<file path="src/rtl/timer_bank.sv">
// timer_bank: a bank of independent prescaled timer channels behind a
// single-cycle request/response register bus.  Each channel counts
// prescaler ticks up to COMPARE, then raises its STATUS bit and either
// restarts (periodic) or disables itself (one-shot).
//
// Bus handshake: there is no ready/back-pressure.  Every cycle with
// bank_req_i=1 is accepted.  Exactly one cycle later bank_rvalid_o=1 is
// presented together with bank_rdata_o and bank_err_o.  bank_rdata_o is
// zero whenever bank_rvalid_o is low and for write responses.
// Only bank_addr_i[9:2] is decoded; the byte-lane bits are ignored.
module timer_bank #(
    parameter int DataWidth      = 32,
    parameter int AddressWidth   = 32,
    parameter int NumChannels    = 4,
    parameter int PrescalerWidth = 16
) (
    input  logic                    clk_i,
    input  logic                    rst_i,
    input  logic                    bank_req_i,
    input  logic                    bank_we_i,
    input  logic [3:0]              bank_be_i,
    input  logic [AddressWidth-1:0] bank_addr_i,
    input  logic [DataWidth-1:0]    bank_wdata_i,
    output logic                    bank_rvalid_o,
    output logic [DataWidth-1:0]    bank_rdata_o,
    output logic                    bank_err_o,
    output logic [NumChannels-1:0]  irq_o,
    output logic                    intr_o
);

    // Byte-lane merge: keep the old byte where the enable is clear.
    function automatic logic [31:0] merge_bytes(input logic [31:0] old_val,
                                                input logic [31:0] new_val,
                                                input logic [3:0]  be);
        logic [31:0] res;
        res = old_val;
        for (int b = 0; b < 4; b++) begin
            if (be[b]) res[b*8 +: 8] = new_val[b*8 +: 8];
        end
        return res;
    endfunction

    logic [9:0] addr;
    logic [2:0] chan_idx;
    logic [1:0] reg_sel;
    logic       chan_hit;
    logic       status_hit;
    logic       info_hit;
    logic       mapped;
    logic       wr_en;
    logic       unused_addr;

    assign addr        = bank_addr_i[9:0];
    assign chan_idx    = addr[6:4];
    assign reg_sel     = addr[3:2];
    assign chan_hit    = (addr[9:7] == 3'b000) && ({1'b0, chan_idx} < 4'(NumChannels));
    assign status_hit  = (addr[9:2] == 8'h20);
    assign info_hit    = (addr[9:2] == 8'h21);
    assign mapped      = chan_hit | status_hit | info_hit;
    assign wr_en       = bank_req_i & bank_we_i;
    assign unused_addr = ^{bank_addr_i[AddressWidth-1:10], bank_addr_i[1:0]};

    // Per-channel state flattened so the read mux can index it with a loop.
    logic [NumChannels*32-1:0] count_all;
    logic [NumChannels*32-1:0] compare_all;
    logic [NumChannels*32-1:0] prescale_all;
    logic [NumChannels*3-1:0]  ctrl_all;
    logic [NumChannels-1:0]    match;
    logic [NumChannels-1:0]    ie_vec;
    logic [NumChannels-1:0]    status_q;
    logic [NumChannels-1:0]    status_clr;

    for (genvar g = 0; g < NumChannels; g++) begin : gen_chan
        logic                      en_q;
        logic                      periodic_q;
        logic                      ie_q;
        logic [PrescalerWidth-1:0] prescale_q;
        logic [PrescalerWidth-1:0] pre_cnt_q;
        logic [31:0]               compare_q;
        logic [31:0]               count_q;
        logic                      sel;
        logic                      wr_ctrl;
        logic                      wr_ps;
        logic                      wr_cmp;
        logic                      wr_cnt;
        logic                      tick;

        assign sel     = wr_en && chan_hit && (chan_idx == 3'(g));
        assign wr_ctrl = sel && (reg_sel == 2'd0) && bank_be_i[0];
        assign wr_ps   = sel && (reg_sel == 2'd1);
        assign wr_cmp  = sel && (reg_sel == 2'd2);
        assign wr_cnt  = sel && (reg_sel == 2'd3);
        assign tick    = en_q && (pre_cnt_q == prescale_q);
        assign match[g] = tick && (count_q == compare_q);

        // Control bits; a bus write beats the one-shot auto-disable.
        always_ff @(posedge clk_i or posedge rst_i) begin
            if (rst_i) begin
                en_q       <= 1'b0;
                periodic_q <= 1'b0;
                ie_q       <= 1'b0;
            end else if (wr_ctrl) begin
                {ie_q, periodic_q, en_q} <= bank_wdata_i[2:0];
            end else if (match[g] && !periodic_q) begin
                en_q <= 1'b0;
            end
        end

        // PRESCALE and COMPARE are only changed by the bus.
        always_ff @(posedge clk_i or posedge rst_i) begin
            if (rst_i) begin
                prescale_q <= '0;
                compare_q  <= '0;
            end else begin
                if (wr_ps)  prescale_q <= PrescalerWidth'(merge_bytes(32'(prescale_q), bank_wdata_i, bank_be_i));
                if (wr_cmp) compare_q  <= merge_bytes(compare_q, bank_wdata_i, bank_be_i);
            end
        end

        // Prescaler: held at 0 while disabled, restarts after each tick and on
        // any COUNT/PRESCALE write so a freshly loaded value gets a full period.
        always_ff @(posedge clk_i or posedge rst_i) begin
            if (rst_i) begin
                pre_cnt_q <= '0;
            end else if (!en_q || wr_ps || wr_cnt || tick) begin
                pre_cnt_q <= '0;
            end else begin
                pre_cnt_q <= pre_cnt_q + PrescalerWidth'(1);
            end
        end

        // Main counter; a bus write wins over the tick update.
        always_ff @(posedge clk_i or posedge rst_i) begin
            if (rst_i) begin
                count_q <= '0;
            end else if (wr_cnt) begin
                count_q <= merge_bytes(count_q, bank_wdata_i, bank_be_i);
            end else if (match[g]) begin
                count_q <= '0;
            end else if (tick) begin
                count_q <= count_q + 32'd1;
            end
        end

        assign count_all[g*32 +: 32]    = count_q;
        assign compare_all[g*32 +: 32]  = compare_q;
        assign prescale_all[g*32 +: 32] = 32'(prescale_q);
        assign ctrl_all[g*3 +: 3]       = {ie_q, periodic_q, en_q};
        assign ie_vec[g]                = ie_q;
    end

    assign status_clr = (wr_en && status_hit && bank_be_i[0]) ? bank_wdata_i[NumChannels-1:0] : '0;

    // STATUS: W1C from the bus, but a same-cycle hardware set wins.
    always_ff @(posedge clk_i or posedge rst_i) begin
        if (rst_i) begin
            status_q <= '0;
        end else begin
            status_q <= (status_q & ~status_clr) | match;
        end
    end

    assign irq_o  = status_q & ie_vec;
    assign intr_o = |irq_o;

    logic [31:0] rd_data;

    // Read mux over the current (pre-edge) register values.
    always_comb begin
        rd_data = '0;
        if (chan_hit) begin
            for (int i = 0; i < NumChannels; i++) begin
                if (chan_idx == 3'(i)) begin
                    case (reg_sel)
                        2'd0: rd_data = {29'd0, ctrl_all[i*3 +: 3]};
                        2'd1: rd_data = prescale_all[i*32 +: 32];
                        2'd2: rd_data = compare_all[i*32 +: 32];
                        default: rd_data = count_all[i*32 +: 32];
                    endcase
                end
            end
        end else if (status_hit) begin
            rd_data = 32'(status_q);
        end else if (info_hit) begin
            rd_data = 32'(NumChannels);
        end
    end

    // Registered response, one cycle after every accepted request.
    always_ff @(posedge clk_i or posedge rst_i) begin
        if (rst_i) begin
            bank_rvalid_o <= 1'b0;
            bank_rdata_o  <= '0;
            bank_err_o    <= 1'b0;
        end else begin
            bank_rvalid_o <= bank_req_i;
            bank_err_o    <= bank_req_i & ~mapped;
            bank_rdata_o  <= (bank_req_i && !bank_we_i && mapped) ? rd_data : '0;
        end
    end

endmodule

</file>
<file path="config.mk">
export PLATFORM = sky130hd
export DESIGN_NAME = timer_bank
export DESIGN_NICKNAME = d
export VERILOG_FILES = /design/src/rtl/timer_bank.sv
export SDC_FILE = /design/constraint.sdc
export NUM_CORES = 1
export LEC_CHECK = 0
export ABC_AREA = 1
export CAP_MARGIN = 25
export CORE_UTILIZATION = 35
export CTS_BUF_LIST = sky130_fd_sc_hd__clkbuf_2 sky130_fd_sc_hd__clkbuf_4 sky130_fd_sc_hd__clkbuf_8
export CTS_CLUSTER_SIZE = 40
export DETAILED_ROUTE_END_ITERATION = 7
export PLACE_DENSITY = 0.48
export SYNTH_ARGS = -nofsm -noshare
export SYNTH_HDL_FRONTEND = slang
export SYNTH_SLANG_ARGS = --single-unit
</file>
<file path="constraint.sdc">
create_clock -name clk_i -period 19.4 [get_ports clk_i]
set_clock_uncertainty 0.2 [all_clocks]
set_input_delay 1.94 -clock clk_i [delete_from_list [all_inputs] [get_ports clk_i]]
set_output_delay 1.94 -clock clk_i [all_outputs]
set_load 0.01 [all_outputs]
</file>
==> results of run 1 <==
[kinds of logic after synthesis]
group                    after synthesis  share of synthesized area
AND/OR/NAND/NOR                     2169                     0.3193
XOR/XNOR                             188                    0.05826
flip-flops                           434                     0.3843
AO/OA/AOI/OAI                        759                     0.1479
adder cells (fa/ha/maj)                8                   0.003542
buffers and inverters                629                    0.08669
[placed cells by master, fill, tap and decap left out, types with 6 or more instances in the layout]
cell type / n
sky130_fd_sc_hd__dfrtp_1: 434
sky130_fd_sc_hd__nor2_1: 568
sky130_fd_sc_hd__nand4_1: 41
sky130_fd_sc_hd__inv_1: 428
sky130_fd_sc_hd__clkdlybuf4s50_1: 85
sky130_fd_sc_hd__nor4_1: 20
sky130_fd_sc_hd__o21ai_0: 396
sky130_fd_sc_hd__buf_4: 36
sky130_fd_sc_hd__nand3_1: 255
sky130_fd_sc_hd__xnor2_1: 26
sky130_fd_sc_hd__a31oi_1: 6
sky130_fd_sc_hd__clkinv_2: 11
sky130_fd_sc_hd__o211ai_1: 21
sky130_fd_sc_hd__nand2_2: 17
sky130_fd_sc_hd__a21oi_1: 239
sky130_fd_sc_hd__o22ai_1: 13
sky130_fd_sc_hd__nand2_1: 1125
sky130_fd_sc_hd__xor2_1: 162
sky130_fd_sc_hd__o221ai_1: 27
sky130_fd_sc_hd__nor3_1: 82
sky130_fd_sc_hd__clkbuf_8: 103
sky130_fd_sc_hd__nand3b_1: 28
sky130_fd_sc_hd__clkbuf_4: 21
sky130_fd_sc_hd__nor3b_1: 13
sky130_fd_sc_hd__ha_1: 8
sky130_fd_sc_hd__o2111ai_1: 14
sky130_fd_sc_hd__inv_2: 9
sky130_fd_sc_hd__a221oi_1: 21
[cell type report]
type                    count  area share
flip-flops and latches    434      0.3419
multi-input cells        3124      0.4708
well taps                1050     0.04136
diodes                      3   0.0002363
inverters                 443     0.05270
clock buffers             124     0.04959
clock inverters            21    0.007287
repair buffers            123     0.03608
[flip-flops by register name, indices dropped and copies added, names as in the netlist]
| register | flops |
|---|---|
| gen_chan.pre_cnt_q | 64 |
| gen_chan.prescale_q | 64 |
| gen_chan.count_q | 128 |
| gen_chan.en_q | 4 |
| gen_chan.periodic_q | 4 |
| status_q | 4 |
| gen_chan.ie_q | 4 |
| bank_err_o | 1 |
| bank_rvalid_o | 1 |
| gen_chan.compare_q | 128 |
| bank_rdata_o | 32 |
[power by group through the flow]
| stage | registers (mW) | clock network, mW | logic [mW] |
|---|---|---|---|
| after floorplan | 1.02 | 0 | 0.320 |
| after global placement | 1.09 | 0 | 0.397 |
| after detailed placement | 1.09 | 0 | 0.399 |
| after CTS | 1.07 | 1.05 | 0.401 |
| after global routing | 1.08 | 1.09 | 0.453 |
| final | 1.08 | 1.02 | 0.403 |
[metrics by stage]
stage | instance area (um^2) | power (mW) | util | std cells | hold slack (ps)
2_1_floorplan | 28260 | 1.335 | - | 4187 | 253.0
3_3_place_gp | 29950 | 1.486 | 0.3773 | 5174 | 274.0
3_5_place_dp | 29950 | 1.486 | 0.3773 | 5174 | 277.4
4_1_cts | 31760 | 2.519 | 0.4000 | 5319 | 291.3
5_1_grt | 31760 | 2.621 | 0.4001 | 5320 | 329.2
6_report | 31760 | 2.502 | 0.4001 | 5322 | 295.2
[worst min-delay path by stage]
stage	startpoint	endpoint	cells after the start
after floorplan	gen_chan[1].periodic_q	gen_chan[1].periodic_q	2
after global placement	gen_chan[1].periodic_q	gen_chan[1].periodic_q	2
after detailed placement	gen_chan[1].periodic_q	gen_chan[1].periodic_q	2
after CTS	gen_chan[1].periodic_q	gen_chan[1].periodic_q	2
after global routing	gen_chan[1].periodic_q	gen_chan[1].periodic_q	2
final	gen_chan[1].periodic_q	gen_chan[1].periodic_q	2
[worst register-to-register path: stages, from the launching register on]
cell and delay [ps]:
sky130_fd_sc_hd__dfrtp_1 460, sky130_fd_sc_hd__inv_1 140, sky130_fd_sc_hd__nand2_1 120, sky130_fd_sc_hd__nand2_1 70
sky130_fd_sc_hd__nor2_1 90, sky130_fd_sc_hd__nand2_1 50, sky130_fd_sc_hd__nor2_1 100, sky130_fd_sc_hd__nand2_1 120
sky130_fd_sc_hd__nor2_1 450, sky130_fd_sc_hd__nand2_2 620, sky130_fd_sc_hd__nand3b_1 330, sky130_fd_sc_hd__a21oi_1 100
[layer usage]
metal	GRT usage	routed length [um]	vias up
li1	-	-	13640
met1	0.3932	51900	13590
met2	0.4458	51890	1012
met3	0.04849	8440	202
met4	0.09118	3769	4
met5	0	30	-
==> impl_metrics.tcl, run 1 <==
set metrics [dict create \
    swShare 0.3292 \
    cp.buffers_inverters 4 \
    maxCapViolCount 0 \
    clockBufferDepth 3 \
    p_switching_mw 0.8238 \
    yosys_register_bits 434 \
    cp_cell_sequence "clkdlybuf4s50_1 -> buf_4 -> nand2_2 -> inv_2 -> buf_4 -> nand2_1 -> nand4_1 -> nand2_1 -> nor2_1 -> a21oi_1" \
    cts-hold-fix-buffers 0 \
    clock_power_share 0.409 \
    mean_routed_wirelength_per_cell_um 21.80 \
    worstPathMaxFanout 36 \
    chipHeight_um 286.2 \
    synth.yosys.warnings 0 \
    crit-reg2reg-launch "gen_chan[0].pre_cnt_q[8]" \
    synth-main-ff-cell "sky130_fd_sc_hd__dfrtp_1" \
    yosysSeqAreaShare 0.3843 \
    synthCells 4187 \
    port_buffers 86 \
    result_of_the_run "finished clean" \
    endpoint_kind "register" \
    power_density_mw_per_mm2 78.77 \
    fin_crit_sh 0.2933 \
    starting_density 0.3560 \
    drive_above_1_share 0.05341 \
    setup_violations 0 \
    vias_per_cell 5.345 \
    fin_nets 4293 \
    synth.distinct_cells 49 \
    holdCritPathClass "register to register" \
    rsz0062_at_grt "no" \
    depth_of_the_worst_register_to_register_path 11 \
    seq_power_share 0.430 \
    chipWidth_um 286.2 \
    placement.setup.worst_slack_ps 13090 \
    netlist_area_before_placement_mm2 0.02826 \
    synth.top_cell.area_share 0.3843 \
    cp.arrival_ps 6060 \
    cts.sinks 434 \
    tightest_slew_ps 1173 \
    timing.critical_path.slowest_cell_delay_ps 580 \
    first_drt_pass_iteration_count 6 \
    maxSlewHeadroom 0.2181 \
    filler_cell_count 8649 \
    antenna_found_initial 7 \
    crit_startpoint "bank_addr_i[3]" \
    timing.fmax_mhz 175.8 \
    synth_top_cell_by_area "sky130_fd_sc_hd__dfrtp_1" \
    first_global_vias 27160 \
    cts-htree-levels 3 \
    cts_tree "done" \
    drt-initial-drc-count 2679 \
    crit_type "input port to register" \
    final.setup.tns_ps 0 \
    dr_vias 28450 \
    synth.avg_cell_area_um2 6.750 \
    core_region_area_mm2 0.07939 \
    rrSetupSlack_ps 16440 \
    routed_wl_um 116000 \
    multi_input_comb_area_mm2 0.01496 \
    grt_pass1_wl_um 174300 \
    internal_power_mw 1.678 \
    cp.required_ps 19770 \
    route.detailed.drc 0 \
    post-dp-hpwl_um 84020 \
    maxSlewViolCount 0 \
    power_leakage_nw 14.92 \
    fin_ws_ps 13710 \
    finalHoldViolations 0 \
    vdd_ir_drop_max_mv 0.05589 \
    area.sequential_mm2 0.01086 \
    netlist_top_cells_count "sky130_fd_sc_hd__nand2_1, sky130_fd_sc_hd__nor2_1, sky130_fd_sc_hd__dfrtp_1" \
    worstSkewPairLatency_ps 740 \
    flow.area_growth_from_synthesis_pct 12.40 \
    layout_min_cycle_time_ps 5689 \
    synth.area.top_cells "sky130_fd_sc_hd__dfrtp_1, sky130_fd_sc_hd__nand2_1, sky130_fd_sc_hd__nor2_1, sky130_fd_sc_hd__o21ai_0, sky130_fd_sc_hd__inv_1" \
    routabilityCongestion 0.9367 \
    comb_power_share 0.161 \
    die-area_mm2 0.08188 \
    syn_nets 4267 \
    reg2reg_to "gen_chan[0].count_q[28]" \
    worst_setup_hold_path_clk_slew_ps 50 \
    grt_max_degree 146 \
    capture_point_of_the_critical_path "gen_chan[1].count_q[5]" \
    fp-row-count 103 \
    root_driver "sky130_fd_sc_hd__clkbuf_8" \
    postcts_resize_cnt 0 \
    async_flop_share 1.000 \
    postCtsSetupRepairBufs 0 \
    cp-start-kind "input port" \
    yosys.cell_count.top_type "sky130_fd_sc_hd__nand2_1" \
    grt.total_usage 0.2831 \
    grt-ovfl-total 0 \
    path_delay_family "buffers and inverters" \
    slowest_stage "sky130_fd_sc_hd__buf_4" \
    number_of_enable_type_register_cells_in_the_synthesized_netlist 0 \
    cts_made_buffers 87 \
    antenna_violating_nets_post_route 0 \
    ioPinCount 111 \
    cp.depth 10 \
]
(Power assumes the default switching activity.)
==> inputs of run 2 (changes only) <==
--- a/config.mk
+++ b/config.mk
@@ -11,7 +11,7 @@
 export CTS_BUF_LIST = sky130_fd_sc_hd__clkbuf_2 sky130_fd_sc_hd__clkbuf_4 sky130_fd_sc_hd__clkbuf_8
 export CTS_CLUSTER_SIZE = 40
 export DETAILED_ROUTE_END_ITERATION = 7
-export PLACE_DENSITY = 0.48
+export PLACE_DENSITY = 0.5
 export SYNTH_ARGS = -nofsm -noshare
 export SYNTH_HDL_FRONTEND = slang
 export SYNTH_SLANG_ARGS = --single-unit
==> constraint.sdc (replaced) <==
create_clock -name clk_i -period 4.9 [get_ports clk_i]
set_clock_uncertainty 0.2 [all_clocks]
set_input_delay 0.49 -clock clk_i [delete_from_list [all_inputs] [get_ports clk_i]]
set_output_delay 0.49 -clock clk_i [all_outputs]
set_load 0.01 [all_outputs]
==> impl_metrics.tcl, run 2 (synthesis results as in run 1) <==
set metrics [dict create \
    comb_power_share 0.160 \
    rsz0062_at_grt "no" \
    p_switching_mw 3.297 \
    flow.area_growth_from_synthesis_pct 13.52 \
    ioPinCount 111 \
    layout.cells.most_common_list "sky130_fd_sc_hd__nand2_1, sky130_fd_sc_hd__nor2_1, sky130_fd_sc_hd__dfrtp_1, sky130_fd_sc_hd__inv_1, sky130_fd_sc_hd__o21ai_0" \
    swShare 0.3261 \
    finish.instance_area_mm2 0.03208 \
    worst_setup_hold_path_clk_slew_ps 60 \
    fp-row-count 103 \
    endpoint_kind "register" \
    wl_met2_um 52590 \
    antenna_violating_nets_post_route 0 \
    cp.arrival_ps 3820 \
    cts-htree-levels 3 \
    cp-start-kind "input port" \
    clockBufferDepth 3 \
    cp.required_ps 5280 \
    maxSlewViolCount 0 \
    maxCapViolCount 0 \
    final.setup.tns_ps 0 \
    grt_max_degree 92 \
    worstSkewPairLatency_ps 710 \
    worstPathMaxFanout 37 \
    antenna_found_initial 5 \
    rrSetupSlack_ps 1850 \
    grt-ovfl-total 0 \
    power_density_mw_per_mm2 315.2 \
    finalPower_mw 10.11 \
    fin_worst_hold_slack_ps 57.53 \
    chipWidth_um 286.2 \
    route.detailed.drc 0 \
    reg.largest.list "gen_chan.compare_q x128, gen_chan.count_q x128" \
    maxSlewHeadroom 0.2048 \
    fin_crit_sh 0.7017 \
    routabilityCongestion 0.9460 \
    postcts_resize_cnt 0 \
    tightest_slew_ps 1189 \
    post-dp-hpwl_um 84790 \
    met1_length_um 49500 \
    cts-hold-fix-buffers 0 \
    crit_type "input port to register" \
    drive_above_1_share 0.06000 \
    clock_power_share 0.418 \
    postPlaceCellArea_mm2 0.03016 \
    seq_power_share 0.421 \
    slowest_stage "sky130_fd_sc_hd__clkdlybuf4s50_1" \
    starting_density 0.3560 \
    vias_per_cell 5.322 \
    chipHeight_um 286.2 \
    grt_pass1_wl_um 172500 \
    first_global_vias 27180 \
    root_driver "sky130_fd_sc_hd__clkbuf_8" \
    result_of_the_run "finished clean" \
    timing.critical_path.slowest_cell_delay_ps 590 \
    die-area_mm2 0.08188 \
    commonest_non_fill_non_tap_cell_in_the_layout "sky130_fd_sc_hd__nand2_1" \
    vdd_ir_drop_max_mv 0.1879 \
    power_leakage_nw 15.09 \
    dr_vias 28490 \
    finalHoldViolations 0 \
    first_drt_pass_iteration_count 5 \
    cp_cell_sequence "clkdlybuf4s50_1 -> nor2_2 -> inv_2 -> nor2_4 -> nand2_2 -> inv_2 -> nand2_2 -> buf_4 -> nand4_1 -> buf_4 -> nand2_1 -> nor2_1 -> a21oi_1" \
    layout_min_cycle_time_ps 3438 \
    cts_tree "done" \
    met3RoutedLength_um 9741 \
    core_region_area_mm2 0.07939 \
    holdCritPathClass "input port to asynchronous set/reset pin" \
    postCtsSetupRepairBufs 0 \
    port_buffers 86 \
    timing.fmax_mhz 290.8 \
    drt-initial-drc-count 3096 \
    fin_nets 4311 \
    highest_routed_layer "met5" \
    setup_violations 0 \
    routed_wl_um 115200 \
    mean_routed_wirelength_per_cell_um 21.53 \
    cts.sinks 434 \
    internal_power_mw 6.814 \
    cts_made_buffers 86 \
    grt.total_usage 0.2801 \
]
[run 2: cell count changes in the layout (fill, tap and decap cells not counted), moves of 2 or more]
cell                         delta
sky130_fd_sc_hd__clkbuf_4       +5
sky130_fd_sc_hd__clkinvlp_4     +3
sky130_fd_sc_hd__buf_12         +5
sky130_fd_sc_hd__buf_4         +14
sky130_fd_sc_hd__inv_8          -3
sky130_fd_sc_hd__clkinv_2       +5
sky130_fd_sc_hd__bufinv_16      +2
[run 2: critical path, delay by kind of cell]
kind | cells | cell delay [ps]
AO/OA/AOI/OAI | 1 | 50
buffers and inverters | 5 | 1620
AND/OR/NAND/NOR | 7 | 1610
[run 2: layer usage]
metal | up-vias | track usage
li1 | 13680 | -
met1 | 13560 | 0.3781
met2 | 1039 | 0.4472
met3 | 198 | 0.06184
met4 | 6 | 0.08195
met5 | - | 0
[run 2: path summary, 6_finish.rpt]
kind	to	startpoint	cells after the start
setup / recovery	gen_chan[0].count_q[18]	bank_addr_i[5]	13
min in group clk_i	bank_rvalid_o	bank_req_i	1
hold reg to reg	gen_chan[2].periodic_q	gen_chan[2].periodic_q	2
max in group asynchronous	gen_chan[3].count_q[20]	rst_i	3
setup reg to reg	gen_chan[0].count_q[11]	gen_chan[0].pre_cnt_q[4]	11
hold / removal	gen_chan[0].prescale_q[3]	rst_i	2
[run 2: stage by stage]
step                      setup slack, ps  utilization  instances
after floorplan                     -1651            -       4187
after global placement              829.4       0.3799       5193
after detailed placement            833.6       0.3799       5193
after CTS                            1587       0.4040       5350
after global routing                 1260       0.4040       5351
final                                1462       0.4041       5353
[run 2: power groups by stage]
stage / clock [mW] / sequential, mW / combinational [mW]
finish: 4.23 / 4.26 / 1.62
global placement: 0 / 4.31 / 1.59
global route: 4.46 / 4.29 / 1.82
detailed placement: 0 / 4.31 / 1.60
CTS: 4.31 / 4.25 / 1.60
floorplan: 0 / 4.02 / 1.27
[run 2: final cells by class]
cell class,count,area (um^2)
well taps,1050,1314
multi-input cells,3124,14960
fillers,8664,47310
repair buffers,142,1356
flip-flops and latches,434,10860
inverters,443,1669
clock inverters,28,305.3
clock buffers,129,1613
diodes,3,7.507
